**config.mk**
```make
export PLATFORM = sky130hd
export DESIGN_NAME = mac_pipelined_dotprod
export DESIGN_NICKNAME = d
export VERILOG_FILES = /design/src/rtl/mac_pipelined_dotprod.sv
export SDC_FILE = /design/constraint.sdc
export NUM_CORES = 1
export LEC_CHECK = 0
export CAP_MARGIN = 15
export CORE_AREA = 4 4 190 137
export CTS_BUF_LIST = sky130_fd_sc_hd__clkbuf_8
export CTS_CLUSTER_DIAMETER = 100
export DETAILED_ROUTE_END_ITERATION = 10
export DIE_AREA = 0 0 194 141
export PLACE_DENSITY = 0.81
export SETUP_SLACK_MARGIN = 0.15
export SLEW_MARGIN = 40
export SYNTH_ARGS = -nofsm -noshare
export SYNTH_HDL_FRONTEND = slang
export SYNTH_SLANG_ARGS = --single-unit
```
**constraint.sdc**
```tcl
create_clock -name clk -period 9.55 [get_ports clk]
set_input_delay 1.91 -clock clk [delete_from_list [all_inputs] [get_ports clk]]
set_output_delay 1.91 -clock clk [all_outputs]
set_load 0.05 [all_outputs]
```
**src/rtl/mac_pipelined_dotprod.sv**
```systemverilog
// ---------------------------------------------------------------------------
// mac_pipelined_dotprod
//
// Two-stage pipelined multiply-accumulate engine that produces one dot product
// per frame of TERMS operand pairs. Stage 1 registers the full-precision
// product a*b; stage 2 folds it into the running accumulator. Frame boundaries
// come from an internal term counter, so operands only need a valid strobe.
// Signed/unsigned operation and wrap/saturate behaviour are parameters.
//
// Ports
//   clk           rising-edge clock
//   reset         synchronous, active-high; clears every register
//   clear         synchronous frame abort; a same-cycle valid input becomes
//                 term 0 of the new frame
//   in_valid      a/b valid this cycle (always accepted, no backpressure)
//   a, b          operands, IN_W bits
//   acc_out       running accumulator of the current frame
//   term_idx      number of terms accepted so far in the current frame
//   result        last completed dot product, held until the next frame ends
//   result_valid  one-cycle pulse when result is updated
//   overflow      wrap/saturation occurred in the frame reported by result
// ---------------------------------------------------------------------------
module mac_pipelined_dotprod #(
    parameter int IN_W     = 16,
    parameter int ACC_W    = 36,
    parameter int TERMS    = 16,
    parameter int SIGNED   = 0,
    parameter int SATURATE = 0,
    localparam int CNT_W   = $clog2(TERMS) + 1
) (
    input  logic             clk,
    input  logic             reset,
    input  logic             clear,
    input  logic             in_valid,
    input  logic [IN_W-1:0]  a,
    input  logic [IN_W-1:0]  b,
    output logic [ACC_W-1:0] acc_out,
    output logic [CNT_W-1:0] term_idx,
    output logic [ACC_W-1:0] result,
    output logic             result_valid,
    output logic             overflow
);

    generate
        if (ACC_W < 2 * IN_W) begin : g_bad_acc_w
            $error("mac_pipelined_dotprod: ACC_W must be >= 2*IN_W");
        end
        if (TERMS < 1) begin : g_bad_terms
            $error("mac_pipelined_dotprod: TERMS must be >= 1");
        end
    endgenerate

    localparam logic IS_SIGNED = (SIGNED != 0);
    localparam logic IS_SAT    = (SATURATE != 0);

    // ------------------------------------------------------------------
    // Stage 1: product register and term counter
    // ------------------------------------------------------------------
    logic [2*IN_W-1:0] p1_reg;
    logic              v1_reg;
    logic              last1_reg;
    logic [CNT_W-1:0]  term_idx_reg;

    // One extra bit lets a single signed multiplier serve both modes: the
    // extension bit is the operand MSB in signed mode and zero otherwise.
    logic signed [IN_W:0]     a_ext;
    logic signed [IN_W:0]     b_ext;
    logic signed [2*IN_W-1:0] prod;
    logic [CNT_W-1:0]         cur_idx;
    logic                     is_last;
    logic [CNT_W-1:0]         idx_next;

    assign a_ext = $signed({IS_SIGNED & a[IN_W-1], a});
    assign b_ext = $signed({IS_SIGNED & b[IN_W-1], b});
    // Product of two (IN_W+1)-bit values always fits in 2*IN_W bits for
    // either mode, so truncating the context width loses nothing.
    assign prod  = a_ext * b_ext;

    // A clear restarts numbering, so a same-cycle input is term 0.
    assign cur_idx  = clear ? '0 : term_idx_reg;
    assign is_last  = (cur_idx == CNT_W'(TERMS - 1));
    assign idx_next = is_last ? '0 : cur_idx + CNT_W'(1);

    always_ff @(posedge clk) begin
        if (reset) begin
            p1_reg       <= '0;
            v1_reg       <= 1'b0;
            last1_reg    <= 1'b0;
            term_idx_reg <= '0;
        end else begin
            v1_reg <= in_valid;
            if (in_valid) begin
                p1_reg       <= prod;
                last1_reg    <= is_last;
                term_idx_reg <= idx_next;
            end else begin
                last1_reg    <= 1'b0;
                term_idx_reg <= cur_idx;
            end
        end
    end

    // ------------------------------------------------------------------
    // Stage 2: accumulate, overflow detection, frame completion
    // ------------------------------------------------------------------
    logic [ACC_W-1:0] acc_reg;
    logic             ovf_f_reg;
    logic [ACC_W-1:0] result_reg;
    logic             overflow_reg;
    logic             result_valid_reg;

    logic signed [2*IN_W:0] p_s;
    logic [ACC_W-1:0]       p_ext;
    logic [ACC_W:0]         sum_full;
    logic                   carry;
    logic                   s_ovf;
    logic                   this_ovf;
    logic [ACC_W-1:0]       sat_val;
    logic [ACC_W-1:0]       sum_c;

    assign p_s      = $signed({IS_SIGNED & p1_reg[2*IN_W-1], p1_reg});
    assign p_ext    = ACC_W'(p_s);
    assign sum_full = {1'b0, acc_reg} + {1'b0, p_ext};
    assign carry    = sum_full[ACC_W];
    assign s_ovf    = (acc_reg[ACC_W-1] == p_ext[ACC_W-1]) &&
                      (sum_full[ACC_W-1] != acc_reg[ACC_W-1]);
    assign this_ovf = IS_SIGNED ? s_ovf : carry;

    // Signed overflow only happens when both addends share a sign, so the
    // accumulator sign tells which rail to clamp to.
    always_comb begin
        sat_val = '1;
        if (IS_SIGNED) begin
            sat_val = acc_reg[ACC_W-1] ? {1'b1, {(ACC_W-1){1'b0}}}
                                       : {1'b0, {(ACC_W-1){1'b1}}};
        end
    end

    assign sum_c = (IS_SAT && this_ovf) ? sat_val : sum_full[ACC_W-1:0];

    always_ff @(posedge clk) begin
        if (reset) begin
            acc_reg          <= '0;
            ovf_f_reg        <= 1'b0;
            result_reg       <= '0;
            overflow_reg     <= 1'b0;
            result_valid_reg <= 1'b0;
        end else begin
            result_valid_reg <= 1'b0;
            if (clear) begin
                // In-flight product is dropped; result/overflow keep the last frame.
                acc_reg   <= '0;
                ovf_f_reg <= 1'b0;
            end else if (v1_reg) begin
                if (last1_reg) begin
                    result_reg       <= sum_c;
                    overflow_reg     <= ovf_f_reg | this_ovf;
                    result_valid_reg <= 1'b1;
                    acc_reg          <= '0;
                    ovf_f_reg        <= 1'b0;
                end else begin
                    acc_reg   <= sum_c;
                    ovf_f_reg <= ovf_f_reg | this_ovf;
                end
            end
        end
    end

    assign acc_out      = acc_reg;
    assign term_idx     = term_idx_reg;
    assign result       = result_reg;
    assign result_valid = result_valid_reg;
    assign overflow     = overflow_reg;

endmodule

```
== Word level (Yosys, flattened, before mapping) ==
Cells that the tools add are included.
Word-level totals
  register bits: 114
  output and inout port bits: 79
  logic and storage cells: 27
Operators by class
  $add $sub $neg: 2
  multiply operators: 1
  equality and inequality tests: 1
  muxes and demuxes: 6
  bitwise logic cells: 4
  reduce and logical (&&, ||, !) cells: 4
Operators by type and width (number)
  36-bit by 32-bit adder with 37-bit output: 1
  36-bit 2-to-1 mux: 1
  16-bit by 16-bit multiplier with 32-bit output: 1
  5-bit 2-to-1 mux: 3
  5-bit by 1-bit adder with 5-bit output, second input constant: 1
  5-bit by 4-bit equality test with 1-bit output, second input constant: 1
  2-bit OR reduction: 2
  1-bit inverter: 3
  3-bit AND reduction: 1
  3-bit OR reduction: 1
  1-bit 2-to-1 mux: 2
  1-bit bitwise OR: 1

== Longest topological paths before layout ==
Gate-level depths: netlist of the first run.
  depth in word-level cells: 4
  depth in mapped cells: 24
  depth with buffers taken out: 23

== Worst setup path before layout of the first run ==
Ideal clock, no wire load.
  kind: input to register
  start: in b[1]
  end: reg p1_reg[29]
  data arrival time: 7377 ps
  required time: 9424 ps
  slack: 2047 ps
  stages on the path: 21
  cell sequence: clkbuf_1 > nand2_1 > fa_1 > fa_1 > fa_1 > inv_1 > fa_1 > fa_1 > inv_1 > fa_1 > inv_1 > ha_1 > clkbuf_1 > nand3_1 > a311oi_1 > o2111ai_1 > o31ai_1 > a21oi_1 > o21ai_0 > xnor2_1 > o21ai_0
Between the ends
  cells in the longest elaborated chain, start to end: 1
RTL lines
  start: declaration: RTL line 36  | input logic [IN_W-1:0] b,
  16-bit by 16-bit multiplier with 32-bit output: RTL line 77  | assign prod = a_ext * b_ext;
  end signal: assignment: RTL line 93  | p1_reg <= prod;
  end: declaration: RTL line 59  | logic [2*IN_W-1:0] p1_reg;
No other way between the ends.
A chain may end at the register's enable or synchronous reset.

== Final worst setup path of the first run ==
  start: in a[8]
  end: reg p1_reg[29]
Between the ends
  cells in the longest elaborated chain, start to end: 1
RTL lines
  start: declaration: RTL line 35  | input logic [IN_W-1:0] a,
  16-bit by 16-bit multiplier with 32-bit output: RTL line 77
No other way between the ends.

==> metrics.md, run 1 <==
| Metric | Value |
|---|---|
| Die Span X | about 190 um |
| Antenna violations before repair | 0 |
| Distinct cell type count after synthesis | 63 |
| Final setup skew | 0.0220 ns |
| Mux cell area share after synthesis | 1.12% |
| Final worst path period share | 87.9% |
| Worst Slack Setup Final | about 1.2 ns |
| Largest family of logic cells by synthesized area | adder cells |
| Rows | 48 |
| Hold Path Origin | result[16] |
| Worst slew margin | 44.7% |
| Post-cts gate resize count | 0 |
| Clock sink count | around 110 |
| Antenna Cells | 0 |
| Hold endpoint | result[16] |
| Post-synth EDFFs | 0 |
| TritonCTS clock tree | done |
| Net Count, Synth | 2068 |
| Starting Density | 59.0% |
| Post-synthesis sequential area ratio | 15.9% |
| Final min period | 8.39 ns |
| Setup crit start kind | input pin |
| Max Freq | 119 MHz |
| Crit-path max FO | 16 |
| # hold bufs at CTS | 0 |
| Slew Viols, Final | 0 |
| DP Cell Count | 2070 |
| Synth Register Bits | 114 |
| Util after Layout | roughly two thirds |
| Final Hold Vio Count | 0 |
| Worst hold path class | flip-flop to flip-flop |
| # port buffers | 114 |
| Synth-to-layout area growth | 12.4% |
| Number of global-route vias before repair | 12317 |
| Worst skew pair latency | roughly 0.47 ns |
| DRC viols | 0 |
| FFs w/ async S/R, synth | 0% |
| Synthesized area per cell | 8.42 um^2 |
| R2R cell count | 11 |
| Flop2flop setup slack | between 6 and 7 ns |
| HPWL Detailed | approximately 28000 um |
| Compound-Gate Fraction of Synth Area | 12.1% |
| Vias | 11942 |
| Warnings, synthesis | 0 |
| TNS Setup | 0 ns |
| Crit path kind | input pin to flip-flop |
| Cell Pwr Density | 311 mW/mm^2 |
| Synthesized-area fraction occupied by adder cells | between 30% and 40% |
| Die area | 0.0274 mm^2 |
| # nets final | 2141 |
| CP endpoint kind | flip-flop |
| Total grt overflow | 0 |
| Setup bufs post-CTS | 0 |
| Setup Viol. Count Final | 0 |
| Core area | 0.0243 mm^2 |
| Routability congestion estimate from global placement | 0.926 |
| Post-synthesis cell area | 0.0143 mm^2 |
| Critical path arrival | 8.73 ns |
| FF-to-FF End | acc_out[34] |
| Drt initial violations | 927 |
| Dpl ws | approximately 0.73 ns |
| Ratio of cells with drive above 1 in the final layout | under 10% |
| CTS buffer count | 25 |
| # fillers | 1977 |
| Gr usage total | a little over a quarter |
| Drt wl/cell | ~17 um |
| Worst Max-Slew Pin Slew | roughly 0.83 ns |
| Clock-pin transition on the worst setup and hold timing paths | 0.06 ns |
| RR Startpoint | p1_reg[0] |
| Depth of the CTS H-tree | 4 |
| Most frequent cells in the layout | inv_1, nand2_1, fa_1, ha_1, and2_1 |
| Static leakage | 7.45 nW |
| Max-cap violations | 0 |
| Via density | 5.68 |
| Die Y | 141 um |
| Final Non-Filler Cells | 2104 |
| Io pins | approximately 120 |
| Unrepaired setup endpoints after global routing | no |
| Crit path required time | about 9.9 ns |
| CTS Root Cell | clkbuf_8 |
| Mapped Cells | 1700 |
| Status | finished, final reports clean |
| Simple-gate area share of the yosys netlist | 19.3% |
| Pin count of the biggest net entering global routing | 47 |
| First-pass GRT wire length | 60200 um |
| Synth Flop Type | dfxtp_1 |
| Post-synthesis xor/xnor area fraction | under 10% |
| Hold Path Depth | 2 |
| First-pass DRT Iterations | 6 |
| WL final | 35800 um |
| Antenna-violating nets left | 0 |
| Clock Tree Buf Depth | 3 |
| Most common cell after layout, fill and taps aside | inv_1 |
| Worst IR Drop VDD | 0.418 mV |
critical path: stages:
cell and delay (ns):
clkdlybuf4s50_1 0.76, and2_1 0.36, fa_1 0.53, inv_1 0.05, fa_1 0.47, fa_1 0.52, inv_1 0.06, fa_1 0.48
fa_1 0.49, inv_1 0.05, fa_1 0.47, inv_1 0.04, ha_1 0.38, nand3_1 0.13, a311oi_1 0.48, o2111ai_1 0.29
o31ai_1 0.59, a21oi_1 0.19, o21ai_0 0.25, xnor2_1 0.14, o21ai_0 0.08
final cells by class:
cell class	count	area, um^2	share of cell area, %
Clock buffer	31	427	2.65
Sequential cell	114	2280	14.2
Tap cell	325	407	2.53
Clock inverter	2	8.76	0.0545
Timing Repair Buffer	124	1220	7.58
Multi-Input combinational cell	1258	10800	67.2
Inverter	250	938	5.83
power breakdown:
group	switching, W	total, W	internal [W]
sequential	0.0000345	0.000566	0.000531
clock	0.000203	0.000488	0.000285
combinational	0.00231	0.00395	0.00164
total	0.00255	0.00501	0.00246
logic make-up (layout without fill, tap and decap cells):
logic type      Yosys count  in the layout
fa+ha+maj               332            332
buf+inv                 328            407
compound gates          275            275
simple gates            575            575
xor+xnor                 60             60
flops                   114            114
mux                      16             16
worst max path at each step:
stage / start / to
after floorplan: b[1] / p1_reg[29]
after global routing: a[9] / p1_reg[24]
after detailed placement: a[7] / p1_reg[29]
after global placement: a[10] / p1_reg[29]
after CTS: a[8] / p1_reg[29]
final: a[8] / p1_reg[29]
synth_stat cells (7+ instances only):
master    instances  area (um^2)
a211oi_1         21          158
a21o_1           20          150
a21oi_1         108          541
a22o_1           11         96.3
and2_1          118          738
buf_1             7         26.3
clkbuf_1         67          251
dfxtp_1         114         2280
fa_1            195         3900
ha_1            137         1710
inv_1           250          938
mux2i_1          16          160
nand2_1         246          923
nand2b_1         12         75.1
nand3_1          21          105
nand4_1          13         81.3
nor2_1           85          319
nor2b_1          24          150
nor3_1           17         85.1
o21a_1            8         60.1
o21ai_0          47          235
o21bai_1          9         67.6
o22ai_1           8         50.1
xnor2_1          37          324
xor2_1           23          201
stage by stage:
| stage | area, um^2 | hold slack, ns | total power [W] |
|---|---|---|---|
| 5_1_grt | 16100 | 0.472 | 0.00560 |
| 2_1_floorplan | 14300 | 0.429 | 0.00364 |
| 6_report | 16100 | 0.453 | 0.00501 |
| 3_3_place_gp | 15600 | 0.442 | 0.00438 |
| 3_5_place_dp | 15600 | 0.447 | 0.00449 |
| 4_1_cts | 16100 | 0.455 | 0.00501 |
routing by layer:
layer / GRT usage [%] / up-vias / part of all wire, %
met2: 42.9 / 473 / 46
li1: - / 5595 / -
met1: 37.2 / 5808 / 44
met3: 5.38 / 66 / 8.2
met5: 0 / - / 0
met4: 5.95 / 0 / 1.7
Power figures use the tool's default switching activity.
==> run 2, diff against run 1 <==
- CAP_MARGIN: 15 -> 20
==> results of run 2 <==
Final layout, timing and power as in run 1 (identical DEF).
==> run 3, diff against run 2 <==
- GPL_ROUTABILITY_DRIVEN: default -> 0
==> run 3 against run 2 <==
Effect of this change: final cell count barely moved; power fell by 1.9%; critical path depth fell by 1; non-clock buffer count rose by 3; critical path type unchanged; clock power fell by 13%.
==> metrics.md, run 3 (same netlist as run 1, synthesis figures left out) <==
| Metric | Value |
|---|---|
| Status | finished, final reports clean |
| Rows | 48 (unchanged) |
| Antenna Cells | 0 (unchanged) |
| Synth-to-layout area growth | 12.0% |
| Starting Density | 59.0% (unchanged) |
| Gr usage total | 26.0% (-0.49 points) |
| Max incr delay on CP | 0.94 ns (+0.18 ns) |
| Final setup skew | 0.0146 ns (-0.00741 ns) |
| Comb pwr share | 79.9% (+0.9 points) |
| Most frequent cells in the layout | inv_1, nand2_1, fa_1, ha_1, and2_1 |
| Max Freq | 117 MHz (-1.4%) |
| Flop2flop setup slack | 6.23 ns (+0.06 ns) |
| WL final | 35300 um (-1.2%) |
| Hold Path Origin | result[25] |
| Critical path arrival | 8.83 ns (+0.10 ns) |
| Number of global-route vias before repair | 12185 (-1.1%) |
| RR Startpoint | acc_out[0] |
| Die area | 0.0274 mm^2 (unchanged) |
| WP depth | 20 (-4.8%) |
| Area of the multi-input gates | 0.0108 mm^2 (about the same) |
| FF+latch area | 0.00228 mm^2 (about the same) |
| Antenna-violating nets left | 0 (unchanged) |
| Die Span X | 194 um (unchanged) |
| Post-cts gate resize count | 0 (unchanged) |
| # fillers | 1967 (-0.51%) |
| Io pins | 115 (unchanged) |
| Net Sw Power | 0.00253 W (-0.59%) |
| Dpl ws | 0.653 ns (-0.0814 ns) |
| Unrepaired setup endpoints after global routing | no |
| Crit path kind | input pin to flip-flop |
| DRC viols | 0 (unchanged) |
| Most common cell on crit path | fa_1 |
| Final min period | 8.51 ns (+0.123 ns) |
| Switching Share | 51.5% (+0.68 points) |
| R2R cell count | 11 (unchanged) |
| CTS buffer count | 17 (-32%) |
| HPWL Detailed | 28000 um (-1.2%) |
| Static leakage | 7.42 nW (-0.49%) |
| Worst Max-Slew Pin Slew | 0.743 ns (-0.0836 ns) |
| Worst skew pair latency | 0.43 ns (-0.04 ns) |
| Final worst path period share | 89.2% (+1.3 points) |
| TNS Setup | 0 ns (unchanged) |
| Pin count of the biggest net entering global routing | 60 (+28%) |
| Clock Tree Buf Depth | 2 (-1) |
| Worst path top cell family by delay | adder cells |
| Setup crit start kind | input pin |
| Worst Slack Setup Final | 1.04 ns (-0.123 ns) |
| Hold Path Depth | 2 (unchanged) |
| Power share of the clock group | 8.7% (-1.1 points) |
| Clock-pin transition on the worst setup and hold timing paths | 0.08 ns (+0.02 ns) |
| Crit path required time | 9.86 ns (-0.03 ns) |
| Worst hold path class | flip-flop to flip-flop |
| Cell Pwr Density | 306 mW/mm^2 (-1.6%) |
| CTS Root Cell | clkbuf_8 |
| Clock sink count | 114 (unchanged) |
| Worst slew margin | 50.3% (+5.6 points) |
| First-pass GRT wire length | 59200 um (-1.7%) |
| # hold bufs at CTS | 0 (unchanged) |
| TritonCTS clock tree | done |
| Die Y | 141 um (unchanged) |
| Via density | 5.69 (+0.31%) |
| Slowest CP cell | clkdlybuf4s50_1 |
| Vias | 11991 (+0.41%) |
| CP Buf/Inv Count | 4 (-1) |
| Slew Viols, Final | 0 (unchanged) |
| CP endpoint kind | flip-flop |
| Antenna violations before repair | 0 (unchanged) |
| Ratio of cells with drive above 1 in the final layout | 3.37% (+0.11 points) |
| Crit-path max FO | 16 (unchanged) |
| Setup bufs post-CTS | 0 (unchanged) |
| Setup Viol. Count Final | 0 (unchanged) |
| Flop pwr share | 11.4% (about the same) |
| # port buffers | 114 (unchanged) |
| Drt wl/cell | 16.8 um (-1.3%) |
| Most common cell after layout, fill and taps aside | inv_1 |
| Depth of the CTS H-tree | 4 (unchanged) |
| Core area | 0.0243 mm^2 (unchanged) |
| Worst IR Drop VDD | 0.472 mV (+13%) |
| Power Internal | 0.00238 W (-3.2%) |
| Hold endpoint | result[25] |
| # nets final | 2136 (-0.23%) |
| Total grt overflow | 0 (unchanged) |
| CP cell instances | clkdlybuf4s50_1, nand2_1, fa_1, fa_1, fa_1, inv_1, fa_1, fa_1, inv_1, fa_1, inv_1, ha_1, nand3_1, a311oi_1, o2111ai_1, o31ai_1, a21oi_1, o21ai_0, xnor2_1, o21ai_0 |
| Max-cap violations | 0 (unchanged) |
| First-pass DRT Iterations | 5 (-1) |
| FF-to-FF End | acc_out[34] |
| Drt initial violations | 900 (-2.9%) |
| Final Hold Vio Count | 0 (unchanged) |
run 3: cell count changes in the layout (fill, tap and decap cells not counted):
cell	before	now
clkbuf_8	31	17
clkinv_4	0	6
buf_4	9	13
clkinvlp_4	0	3
clkinv_2	1	3
inv_6	0	2
buf_8	1	0
bufinv_16	0	1
dfxtp_1	113	114
dfxtp_2	1	0
inv_1	251	250
or2_2	4	3
or2_4	0	1
run 3: final cells by class:
| type | count | area share (%) |
|---|---|---|
| clock buffers | 17 | 1.46 |
| clock inverters | 15 | 0.858 |
| inverters | 250 | 5.85 |
| multi-input cells | 1258 | 67.4 |
| flip-flops and latches | 114 | 14.2 |
| well taps | 325 | 2.54 |
| repair buffers | 127 | 7.69 |
run 3: worst max path at each step:
stage | startpoint | end | slack (ns)
after floorplan | b[1] | p1_reg[29] | 2.05
after global placement | a[10] | p1_reg[29] | 0.92
after detailed placement | a[7] | p1_reg[29] | 0.65
after CTS | a[7] | p1_reg[29] | 1.11
after global routing | a[10] | p1_reg[29] | 0.70
final | a[10] | p1_reg[29] | 1.04
run 3: tightest hold or removal path, stage by stage (launching register included):
cell and delay [ns]:
dfxtp_1 0.31, nand2_1 0.05, a21oi_1 0.05
run 3: per-stage QoR:
step | area (um^2) | total power (W) | util, % | instances | hold slack [ns]
4_1_cts | 16000 | 0.00492 | 66.1 | 2106 | 0.456
5_1_grt | 16000 | 0.00551 | 66.1 | 2106 | 0.477
6_report | 16000 | 0.00491 | 66.1 | 2106 | 0.455
2_1_floorplan | 14300 | 0.00364 | - | 1700 | 0.429
3_3_place_gp | 15700 | 0.00436 | 64.5 | 2074 | 0.443
3_5_place_dp | 15700 | 0.00446 | 64.5 | 2074 | 0.446
run 3: power groups by stage:
stage | Combinational, W | Sequential, W | Clock (W)
2_1_floorplan | 0.00306 | 0.000575 | 0
3_3_place_gp | 0.00379 | 0.000571 | 0
3_5_place_dp | 0.00389 | 0.000572 | 0
4_1_cts | 0.00392 | 0.000561 | 0.000432
5_1_grt | 0.00449 | 0.000565 | 0.000455
6_report | 0.00392 | 0.000562 | 0.000425
run 3: per-layer routing:
metal | track usage [%] | wire length (um)
met1 | 35.7 | 15400
met4 | 7.77 | 745
met2 | 42.2 | 16600
met5 | 0 | 0
met3 | 5.06 | 2590
